===== src/rtl/midlab_inverse_pkg.sv =====
// Shared types and constants for the midlab inverse mapper.
// No logic; constants only.
// Not applicable.
package midlab_inverse_pkg;

    typedef enum logic [1:0] {
        ST_IDLE = 2'd0,
        ST_SCAN = 2'd1,
        ST_DONE = 2'd2
    } state_t;

    localparam int CODE_W   = 4;
    localparam int COUNT_W  = 5;
    localparam int NUM_CAND = 16;

    // Final candidate of a scan; the scan ends on this value, not on wrap.
    localparam logic [CODE_W-1:0] LAST_CAND = CODE_W'(NUM_CAND - 1);

endpackage


===== src/rtl/midlab_inverse_if.sv =====
// Request/response channel bundle for the midlab inverse mapper.
// No logic; wires only.
// valid/ready on both the request and the response side.
interface midlab_inverse_if;
    import midlab_inverse_pkg::*;

    logic               req_valid;
    logic               req_ready;
    logic [CODE_W-1:0]  req_target;
    logic               rsp_valid;
    logic               rsp_ready;
    logic [CODE_W-1:0]  rsp_abcd;
    logic               rsp_found;
    logic [COUNT_W-1:0] rsp_count;
    logic               busy;

    // Requester / response consumer side.
    modport master (
        output req_valid, req_target, rsp_ready,
        input  req_ready, rsp_valid, rsp_abcd, rsp_found, rsp_count, busy
    );

    // Inverse mapper side.
    modport slave (
        input  req_valid, req_target, rsp_ready,
        output req_ready, rsp_valid, rsp_abcd, rsp_found, rsp_count, busy
    );
endinterface


===== src/rtl/midlab_inverse_midlab.sv =====
// midlab four-function logic block: abcd -> {f1,f2,f3,f4}.
// Purely combinational, zero cycles.
// No handshake.
module midlab_inverse_midlab
    import midlab_inverse_pkg::*;
(
    input  logic [CODE_W-1:0] i_abcd,
    output logic [CODE_W-1:0] o_f
);

    // Reference map of the block, one entry per input code.
    always_comb begin
        o_f = 4'd0;
        case (i_abcd)
            4'd0:  o_f = 4'd5;
            4'd1:  o_f = 4'd6;
            4'd2:  o_f = 4'd5;
            4'd3:  o_f = 4'd8;
            4'd4:  o_f = 4'd5;
            4'd5:  o_f = 4'd6;
            4'd6:  o_f = 4'd5;
            4'd7:  o_f = 4'd8;
            4'd8:  o_f = 4'd13;
            4'd9:  o_f = 4'd14;
            4'd10: o_f = 4'd9;
            4'd11: o_f = 4'd14;
            4'd12: o_f = 4'd9;
            4'd13: o_f = 4'd10;
            4'd14: o_f = 4'd9;
            4'd15: o_f = 4'd14;
            default: o_f = 4'd0;
        endcase
    end

endmodule


===== src/rtl/midlab_inverse.sv =====
// Inverse mapper: finds abcd codes that drive midlab to a requested output.
// Latency: accept at edge k, rsp_valid from edge k+17 (16-cycle fixed scan).
// req_ready only in IDLE; response held in DONE until rsp_ready.
module midlab_inverse
    import midlab_inverse_pkg::*;
#(
    parameter bit PICK_LOWEST = 1'b1
)(
    input  logic             clk,
    input  logic             rst,
    midlab_inverse_if.slave  i_bus
);

    state_t             r_state;
    state_t             w_state_nxt;
    logic [CODE_W-1:0]  r_target,    w_target_nxt;
    logic [CODE_W-1:0]  r_cand,      w_cand_nxt;
    logic [COUNT_W-1:0] r_count,     w_count_nxt;
    logic [CODE_W-1:0]  r_abcd,      w_abcd_nxt;
    logic               r_found,     w_found_nxt;
    logic               r_rsp_valid, w_rsp_valid_nxt;
    logic               r_req_ready, w_req_ready_nxt;
    logic               r_busy,      w_busy_nxt;

    logic [CODE_W-1:0]  w_f;
    logic               w_match;

    midlab_inverse_midlab u_midlab (
        .i_abcd (r_cand),
        .o_f    (w_f)
    );

    assign w_match = (w_f == r_target);

    // Next-state and next-output logic for the scan FSM.
    always_comb begin
        w_state_nxt     = r_state;
        w_target_nxt    = r_target;
        w_cand_nxt      = r_cand;
        w_count_nxt     = r_count;
        w_abcd_nxt      = r_abcd;
        w_found_nxt     = r_found;
        w_rsp_valid_nxt = r_rsp_valid;

        case (r_state)
            ST_IDLE: begin
                w_rsp_valid_nxt = 1'b0;
                if (i_bus.req_valid && r_req_ready) begin
                    w_target_nxt = i_bus.req_target;
                    w_cand_nxt   = '0;
                    w_count_nxt  = '0;
                    w_found_nxt  = 1'b0;
                    w_abcd_nxt   = '0;
                    w_state_nxt  = ST_SCAN;
                end
            end
            ST_SCAN: begin
                if (w_match) begin
                    w_count_nxt = r_count + COUNT_W'(1);
                    // First hit always recorded; later hits only when the highest is wanted.
                    if (!r_found || !PICK_LOWEST) begin
                        w_abcd_nxt = r_cand;
                    end
                    w_found_nxt = 1'b1;
                end
                if (r_cand == LAST_CAND) begin
                    w_state_nxt = ST_DONE;
                end else begin
                    w_cand_nxt = r_cand + CODE_W'(1);
                end
            end
            ST_DONE: begin
                // Valid rises one cycle after entering DONE, keeping the k+17 timing.
                w_rsp_valid_nxt = 1'b1;
                if (r_rsp_valid && i_bus.rsp_ready) begin
                    w_rsp_valid_nxt = 1'b0;
                    w_state_nxt     = ST_IDLE;
                end
            end
            default: begin
                w_state_nxt     = ST_IDLE;
                w_rsp_valid_nxt = 1'b0;
            end
        endcase

        w_req_ready_nxt = (w_state_nxt == ST_IDLE);
        w_busy_nxt      = (w_state_nxt != ST_IDLE);
    end

    // State and registered outputs; synchronous reset discards any operation.
    always_ff @(posedge clk) begin
        if (rst) begin
            r_state     <= ST_IDLE;
            r_target    <= '0;
            r_cand      <= '0;
            r_count     <= '0;
            r_abcd      <= '0;
            r_found     <= 1'b0;
            r_rsp_valid <= 1'b0;
            r_req_ready <= 1'b1;
            r_busy      <= 1'b0;
        end else begin
            r_state     <= w_state_nxt;
            r_target    <= w_target_nxt;
            r_cand      <= w_cand_nxt;
            r_count     <= w_count_nxt;
            r_abcd      <= w_abcd_nxt;
            r_found     <= w_found_nxt;
            r_rsp_valid <= w_rsp_valid_nxt;
            r_req_ready <= w_req_ready_nxt;
            r_busy      <= w_busy_nxt;
        end
    end

    assign i_bus.req_ready = r_req_ready;
    assign i_bus.rsp_valid = r_rsp_valid;
    assign i_bus.rsp_abcd  = r_abcd;
    assign i_bus.rsp_found = r_found;
    assign i_bus.rsp_count = r_count;
    assign i_bus.busy      = r_busy;

endmodule

===== src/flat_wrapper.sv =====
// flat-port wrapper written by rule: the top's interface ports become plain ports
module midlab_inverse_flat import midlab_inverse_pkg::*;
#(
    parameter bit PICK_LOWEST = 1'b1
)
  (clk, rst, i_bus_req_valid, i_bus_req_target, i_bus_rsp_ready, i_bus_req_ready, i_bus_rsp_valid, i_bus_rsp_abcd, i_bus_rsp_found, i_bus_rsp_count, i_bus_busy);
  midlab_inverse_if i_bus_i ();
  input  logic clk;
  input  logic rst;
  input wire logic [$bits(i_bus_i.req_valid)-1:0] i_bus_req_valid;
  input wire logic [$bits(i_bus_i.req_target)-1:0] i_bus_req_target;
  input wire logic [$bits(i_bus_i.rsp_ready)-1:0] i_bus_rsp_ready;
  output wire logic [$bits(i_bus_i.req_ready)-1:0] i_bus_req_ready;
  output wire logic [$bits(i_bus_i.rsp_valid)-1:0] i_bus_rsp_valid;
  output wire logic [$bits(i_bus_i.rsp_abcd)-1:0] i_bus_rsp_abcd;
  output wire logic [$bits(i_bus_i.rsp_found)-1:0] i_bus_rsp_found;
  output wire logic [$bits(i_bus_i.rsp_count)-1:0] i_bus_rsp_count;
  output wire logic [$bits(i_bus_i.busy)-1:0] i_bus_busy;
  assign i_bus_i.req_valid = i_bus_req_valid;
  assign i_bus_i.req_target = i_bus_req_target;
  assign i_bus_i.rsp_ready = i_bus_rsp_ready;
  assign i_bus_req_ready = i_bus_i.req_ready;
  assign i_bus_rsp_valid = i_bus_i.rsp_valid;
  assign i_bus_rsp_abcd = i_bus_i.rsp_abcd;
  assign i_bus_rsp_found = i_bus_i.rsp_found;
  assign i_bus_rsp_count = i_bus_i.rsp_count;
  assign i_bus_busy = i_bus_i.busy;
  midlab_inverse #(.PICK_LOWEST(PICK_LOWEST)) u_core (.clk(clk), .rst(rst), .i_bus(i_bus_i));
endmodule

===== config.mk =====
export PLATFORM = sky130hd
export DESIGN_NAME = midlab_inverse_flat
export DESIGN_NICKNAME = d
export VERILOG_FILES = /design/src/rtl/midlab_inverse_pkg.sv /design/src/rtl/midlab_inverse_if.sv /design/src/rtl/midlab_inverse_midlab.sv /design/src/rtl/midlab_inverse.sv /design/src/flat_wrapper.sv
export SDC_FILE = /design/constraint.sdc
export NUM_CORES = 1
export LEC_CHECK = 0
export CORE_AREA = 2 2 50 52
export DETAILED_ROUTE_END_ITERATION = 6
export DIE_AREA = 0 0 52 54
export HOLD_SLACK_MARGIN = 0.02
export PLACE_DENSITY = 0.92
export SLEW_MARGIN = 20
export SYNTH_ARGS = -nofsm -noshare
export SYNTH_HDL_FRONTEND = slang
export SYNTH_SLANG_ARGS = --single-unit
export TNS_END_PERCENT = 1

===== constraint.sdc =====
create_clock -name clk -period 3.7 [get_ports clk]
set_clock_uncertainty 0.1 [all_clocks]
set_input_delay 0.74 -clock clk [delete_from_list [all_inputs] [get_ports clk]]
set_output_delay 0.74 -clock clk [all_outputs]
set_load 0.02 [all_outputs]

* Yosys cells after proc, flatten, opt, wreduce, memory -nomap -nowiden *
Memories as Yosys holds them, arrays and structs flattened. A register that Yosys moved wholly into a read port is not among the register bits.
Index checks and enable logic that the tools add are counted.

storage, ports and cells
  output and inout port bits = 13
  bits in latches = 0
  memories = 1
  input bits = 8
  bits in read-only memories = 64
  word-level logic and storage cells = 50
  flip-flop bits (word level) = 23
  RAM bits = 0

memories
  memory           words  width  read ports  clocked after Yosys merged registers in  wr ports  line                         source
  (no name shown)  16     4      1           1                                        0         midlab_inverse_midlab.sv:14  case (i_abcd)

cells by class
  bitwise logic cells = 0
  eq/ne operators = 8
  magnitude comparators = 0
  $mul = 0
  multiplexer cells = 20
  shift-type cells = 0
  reduce and logical (&&, ||, !) cells = 10
  divide/modulo/power cells = 0
  add/subtract/negate cells = 2

operators by type and width
  kind                                                             count
  4-bit 2-to-1 mux                                                 6
  4-bit one-hot mux with 2 select lines                            2
  5-bit 2-to-1 mux                                                 2
  5-bit one-hot mux with 2 select lines                            1
  2-bit 2-to-1 mux                                                 3
  2-bit one-hot mux with 3 select lines                            1
  3-bit AND reduction                                              2
  5-bit by 1-bit adder with 5-bit output, second input constant    1
  4-bit by 1-bit adder with 4-bit output, second input constant    1
  4-bit == test                                                    1
  4-bit == test, second input constant                             1
  2-bit zero test                                                  2
  2-bit by 1-bit != test with 1-bit output, second input constant  2
  2-bit != test, second input constant                             2
  1-bit one-hot mux with 2 select lines                            2
  4-bit AND reduction                                              1
  2-bit nonzero test                                               2
  1-bit 2-to-1 mux                                                 3
  2-bit by 1-bit == test with 1-bit output, second input constant  1
  2-bit == test, second input constant                             1
  1-bit logical AND                                                2
  2-bit AND reduction                                              1

* Depth between registers and ports, before layout *
  depth after elaboration = 5
  depth in mapped cells = 8
  gate-level depth less buffers = 7

* By module *
A second synthesis with hierarchy kept.

unflattened totals
  cells, all modules = 124
  area, all modules = 1077.3 µm²

modules (own cells, without submodules)
  module                 cells an instance  times used  area each (µm²)  seq. area each (µm²)
  midlab_inverse         116                1           1034.7           460.4
  midlab_inverse_midlab  8                  1           42.5             0.0

* Worst setup path before layout *
OpenSTA, ideal clock, no wires.

  path type = input to register
  from = input i_bus_req_valid
  to = register u_core.u_midlab.o_f[3] (netlist name)
  setup slack = 1.750 ns
  stages = 7
  data required time = 3.480 ns
  setup time = 0.120 ns
  buffers on the path = 1
  arrival = 1.730 ns
  path through = nor4bb_1 -> buf_4 -> nor3_1 -> and3_4 -> nor2_4 -> inv_2 -> or2_1

between the ends
  word-level cells in the longest chain between the ends = 5

ends and longest elaborated chain
  item                                                line                  source
  from (decl)                                         flat_wrapper.sv:10    input wire logic [$bits(i_bus_i.req_valid)-1:0] i_bus_req_valid;
  1-bit logical AND                                   midlab_inverse.sv:48  if (i_bus.req_valid && r_req_ready) begin
  2-bit by 1-bit != test with 1-bit output (no line)  --
  3-bit AND reduction (no line)                       --
  4-bit 2-to-1 mux (no line) (2 in series)            --

Every way passes these cells.
A chain may end at the register's enable or synchronous reset.

* Final worst setup path *
  from = input i_bus_req_valid
  to = register u_core.u_midlab.o_f[3] (netlist name)

between the ends
  word-level cells in the longest chain between the ends = 5

ends and longest elaborated chain
  item                                                line
  1-bit logical AND                                   midlab_inverse.sv:48
  2-bit by 1-bit != test with 1-bit output (no line)  --
  3-bit AND reduction (no line)                       --
  4-bit 2-to-1 mux (no line) (2 in series)            --

Every way passes these cells.

==> summary.md <==
| Metric | Value |
|---|---|
| Outcome | finished, final reports clean |
| Die Y-Extent | between 50 and 60 um |
| CTS max path bufs | 2 |
| WL/cell | about 14 um |
| Synth area leader | dfxtp_1 |
| Setup repair bufs after CTS | 0 |
| RSZ-0062 raised after global routing | false |
| H-tree depth | 1 |
| Fin area | about 1500 sq um |
| IO Port Bufs | 20 |
| Min-delay worst type | reg2reg |
| FP Rows | 18 |
| Leak | 0.531 nW |
| DRC errors left | 0 |
| Syn_nets | ~140 |
| DR vias | roughly 1000 |
| Layout area overhead | 21.2% |
| Fin. max-slew vios | 0 |
| Clock Pin Slew Worst Setup and Hold Paths | ~0.14 ns |
| Largest cells by area after synthesis | dfxtp_1 45%, mux2i_1 5.0%, nor2_1 3.4% |
| Max-cap viol count | 0 |
| Setup crit start kind | input pin |
| Worst VDD drop | approximately 270 uV |
| Total clock buffers created by CTS | 3 |
| Async SR Flop Fraction | 0% |
| Number of nets with antenna violations after routing | 0 |
| Reg2Reg Depth | 7 |
| Io pins | 21 |
| 1st-iter DRT viols | 24 |
| CTS Hold Bufs | 0 |
| Fmax | ~420 MHz |
| Mapped Cells | between 100 and 150 |
| Seq/Total Area, Yosys | 44.8% |
| First-pass GRT wire length | roughly 3800 um |
| Max-slew headroom at the worst pin | 54.4% |
| Synthesized cell area | roughly 1200 sq um |
| Syn avg cell area | 9.65 sq um |
| Drt total wl | about 2500 um |
| Worst reg-to-reg setup slack | 1.65 ns |
| Pwr dens | 345 nW/um^2 |
| Post-DP HPWL | ~1900 um |
| Crit Path Class | in2reg |
| CTS tree | yes |
| Synthesized flop and latch total | 27 |
| Worst Tran Pin Value | between 0.6 and 0.7 ns |
| Critical Path RT | around 3.8 ns |
| Detail-routed via count per cell | between 5 and 6 |
| Vias in the first global route | about 930 |
| Initial antenna violation count | 0 |
| Final Setup Violations | 0 |
| Total negative slack | 0 ns |
| DR pass1 iterations | 4 |
| R2R Path Start | u_core.r_cand[0]$_SDFFE_PP0N_ |
| Layout cells sized above 1 | about an eighth |
| Largest net degree at the start of global routing | 24 |
| Post-synth EDFFs | 0 |
| Total grt overflow | 0 |
| Crit path DAT | 2.49 ns |
| Tcrit/Tclk final | 63.9% |
| Fin nets | 157 |
| Worst Hold End | u_core.i_bus.rsp_abcd[0]$_SDFFE_PP0P_ |
| Placed cell area | 1440 sq um |
| Post-synth top flop | dfxtp_1 |
| Ys Warns | 0 |
| Root Driver | clkbuf_4 |
| Synth unique cells | between 40 and 50 |
| Gr usage total | 18.4% |
| Die ar. | around 2800 sq um |
| Diode count | 0 |
| # clock sinks | 27 |
| Clock Latency Late Sink | between 0.3 and 0.4 ns |
| Worst r2r dst | u_core.u_midlab.o_f[3]$_SDFF_PP1_ |
| Hold path startpoint | u_core.i_bus.rsp_abcd[0]$_SDFFE_PP0P_ |
| Final Hold Vio Count | 0 |
| Largest fanout on the critical path | 6 |
| Commonest cells after routing, fill and taps aside | 27 x dfxtp_1, 20 x clkdlybuf4s50_1, 11 x nor2_1 |
| Final Critical Period | 2.36 ns |
| Commonest non-fill, non-tap cell in the layout | dfxtp_1 |
| Hold Crit Depth | 1 |
| Share of the synthesized area in the top cell type | between 40% and 50% |
| Post-CTS sizing | 0 |
| CP Capture Type | flop |
| Core area | roughly 2300 sq um |
| Initial Util | 52.0% |
| Gpl congestion | approximately 0.85 |
| Die width | 52 um |
-- where the power goes --
part / leakage, nW / internal [mW] / total (mW) / switching [mW]
Combinational: 0.296 / 0.0315 / 0.0667 / 0.0352
Clock: 0.0150 / 0.0422 / 0.129 / 0.0868
Sequential: 0.220 / 0.300 / 0.309 / 0.00898
Total: 0.531 / 0.374 / 0.505 / 0.131
-- registers in the layout (all words and copies together), names as in the netlist --
signal / flops
u_core.i_bus.rsp_valid: 1
u_core.i_bus.rsp_count: 5
u_core.i_bus.req_ready: 1
u_core.i_bus.rsp_found: 1
u_core.i_bus.rsp_abcd: 4
u_core.u_midlab.o_f: 4
u_core.r_target: 4
u_core.i_bus.busy: 1
u_core.r_state: 2
u_core.r_cand: 4
-- cells in the mapped netlist (2+ instances only) --
master     n
clkbuf_1   3
dfxtp_1   27
nand3_1    5
a32o_1     3
xnor2_1    4
or3_1      2
nor2_1    11
o21ai_0    3
inv_1      5
nor2b_1    2
nand3b_1   2
a211o_1    2
and3_1     2
a21oi_1    8
ha_1       2
mux2i_1    6
nand2_1    9
a31oi_1    3
-- per-layer routing --
metal  up-vias  wire length [um]  GRT usage [%]
li1        491                 -              -
met1       479              1050           19.3
met3         4                94           3.33
met4         0                17           6.58
met5         -                 0              0
met2        22              1320           36.3
-- how the worst max path moves through the flow --
stage	from	to	slack (ns)	cells after the start
after detailed placement	i_bus_req_valid	u_core.u_midlab.o_f[3]$_SDFF_PP1_	1.02	8
final	i_bus_req_valid	u_core.u_midlab.o_f[3]$_SDFF_PP1_	1.34	8
after floorplan	i_bus_req_valid	u_core.u_midlab.o_f[3]$_SDFF_PP1_	1.75	7
after CTS	i_bus_req_valid	u_core.u_midlab.o_f[3]$_SDFF_PP1_	1.34	8
after global routing	i_bus_req_valid	u_core.u_midlab.o_f[3]$_SDFF_PP1_	1.26	8
after global placement	i_bus_req_valid	u_core.u_midlab.o_f[3]$_SDFF_PP1_	1.05	8
-- stage by stage --
step                      power, mW  setup slack [ns]  util (%)  cells  hold WS (ns)
after floorplan               0.358              1.75         -    125         0.382
after global placement        0.378              1.05      61.9    172         0.354
after detailed placement      0.382              1.02      61.9    172         0.355
after CTS                     0.502              1.34      63.0    176         0.387
after global routing          0.518              1.26      63.0    176         0.415
final                         0.505              1.34      63.0    176         0.384
-- worst max-delay path, cell delays in order --
cell and delay (ns):
clkdlybuf4s50_1 0.49, nor4bb_1 0.38, buf_4 0.24, nor3_1 0.06
and3_4 0.19, nor2_4 0.12, inv_2 0.05, or2_1 0.23
-- layout make-up --
class                   instances  area (sq um)
inverters                       6          22.5
well taps                      30          37.5
repair buffers                 22           215
clock buffers                   4          26.3
fillers                       188           858
flip-flops and latches         27           541
multi-input cells              87           619
-- cell families (layout without fill, tap and decap cells) --
logic type,count (synthesis),after routing,synth area share [%]
simple gates,46,46,21.7
mux,6,6,4.98
compound gates,29,29,19.7
fa+ha+maj,2,2,2.07
buf+inv,11,32,3.84
flops,27,27,44.8
xor+xnor,4,4,2.90
Power figures use the tool's default switching activity.
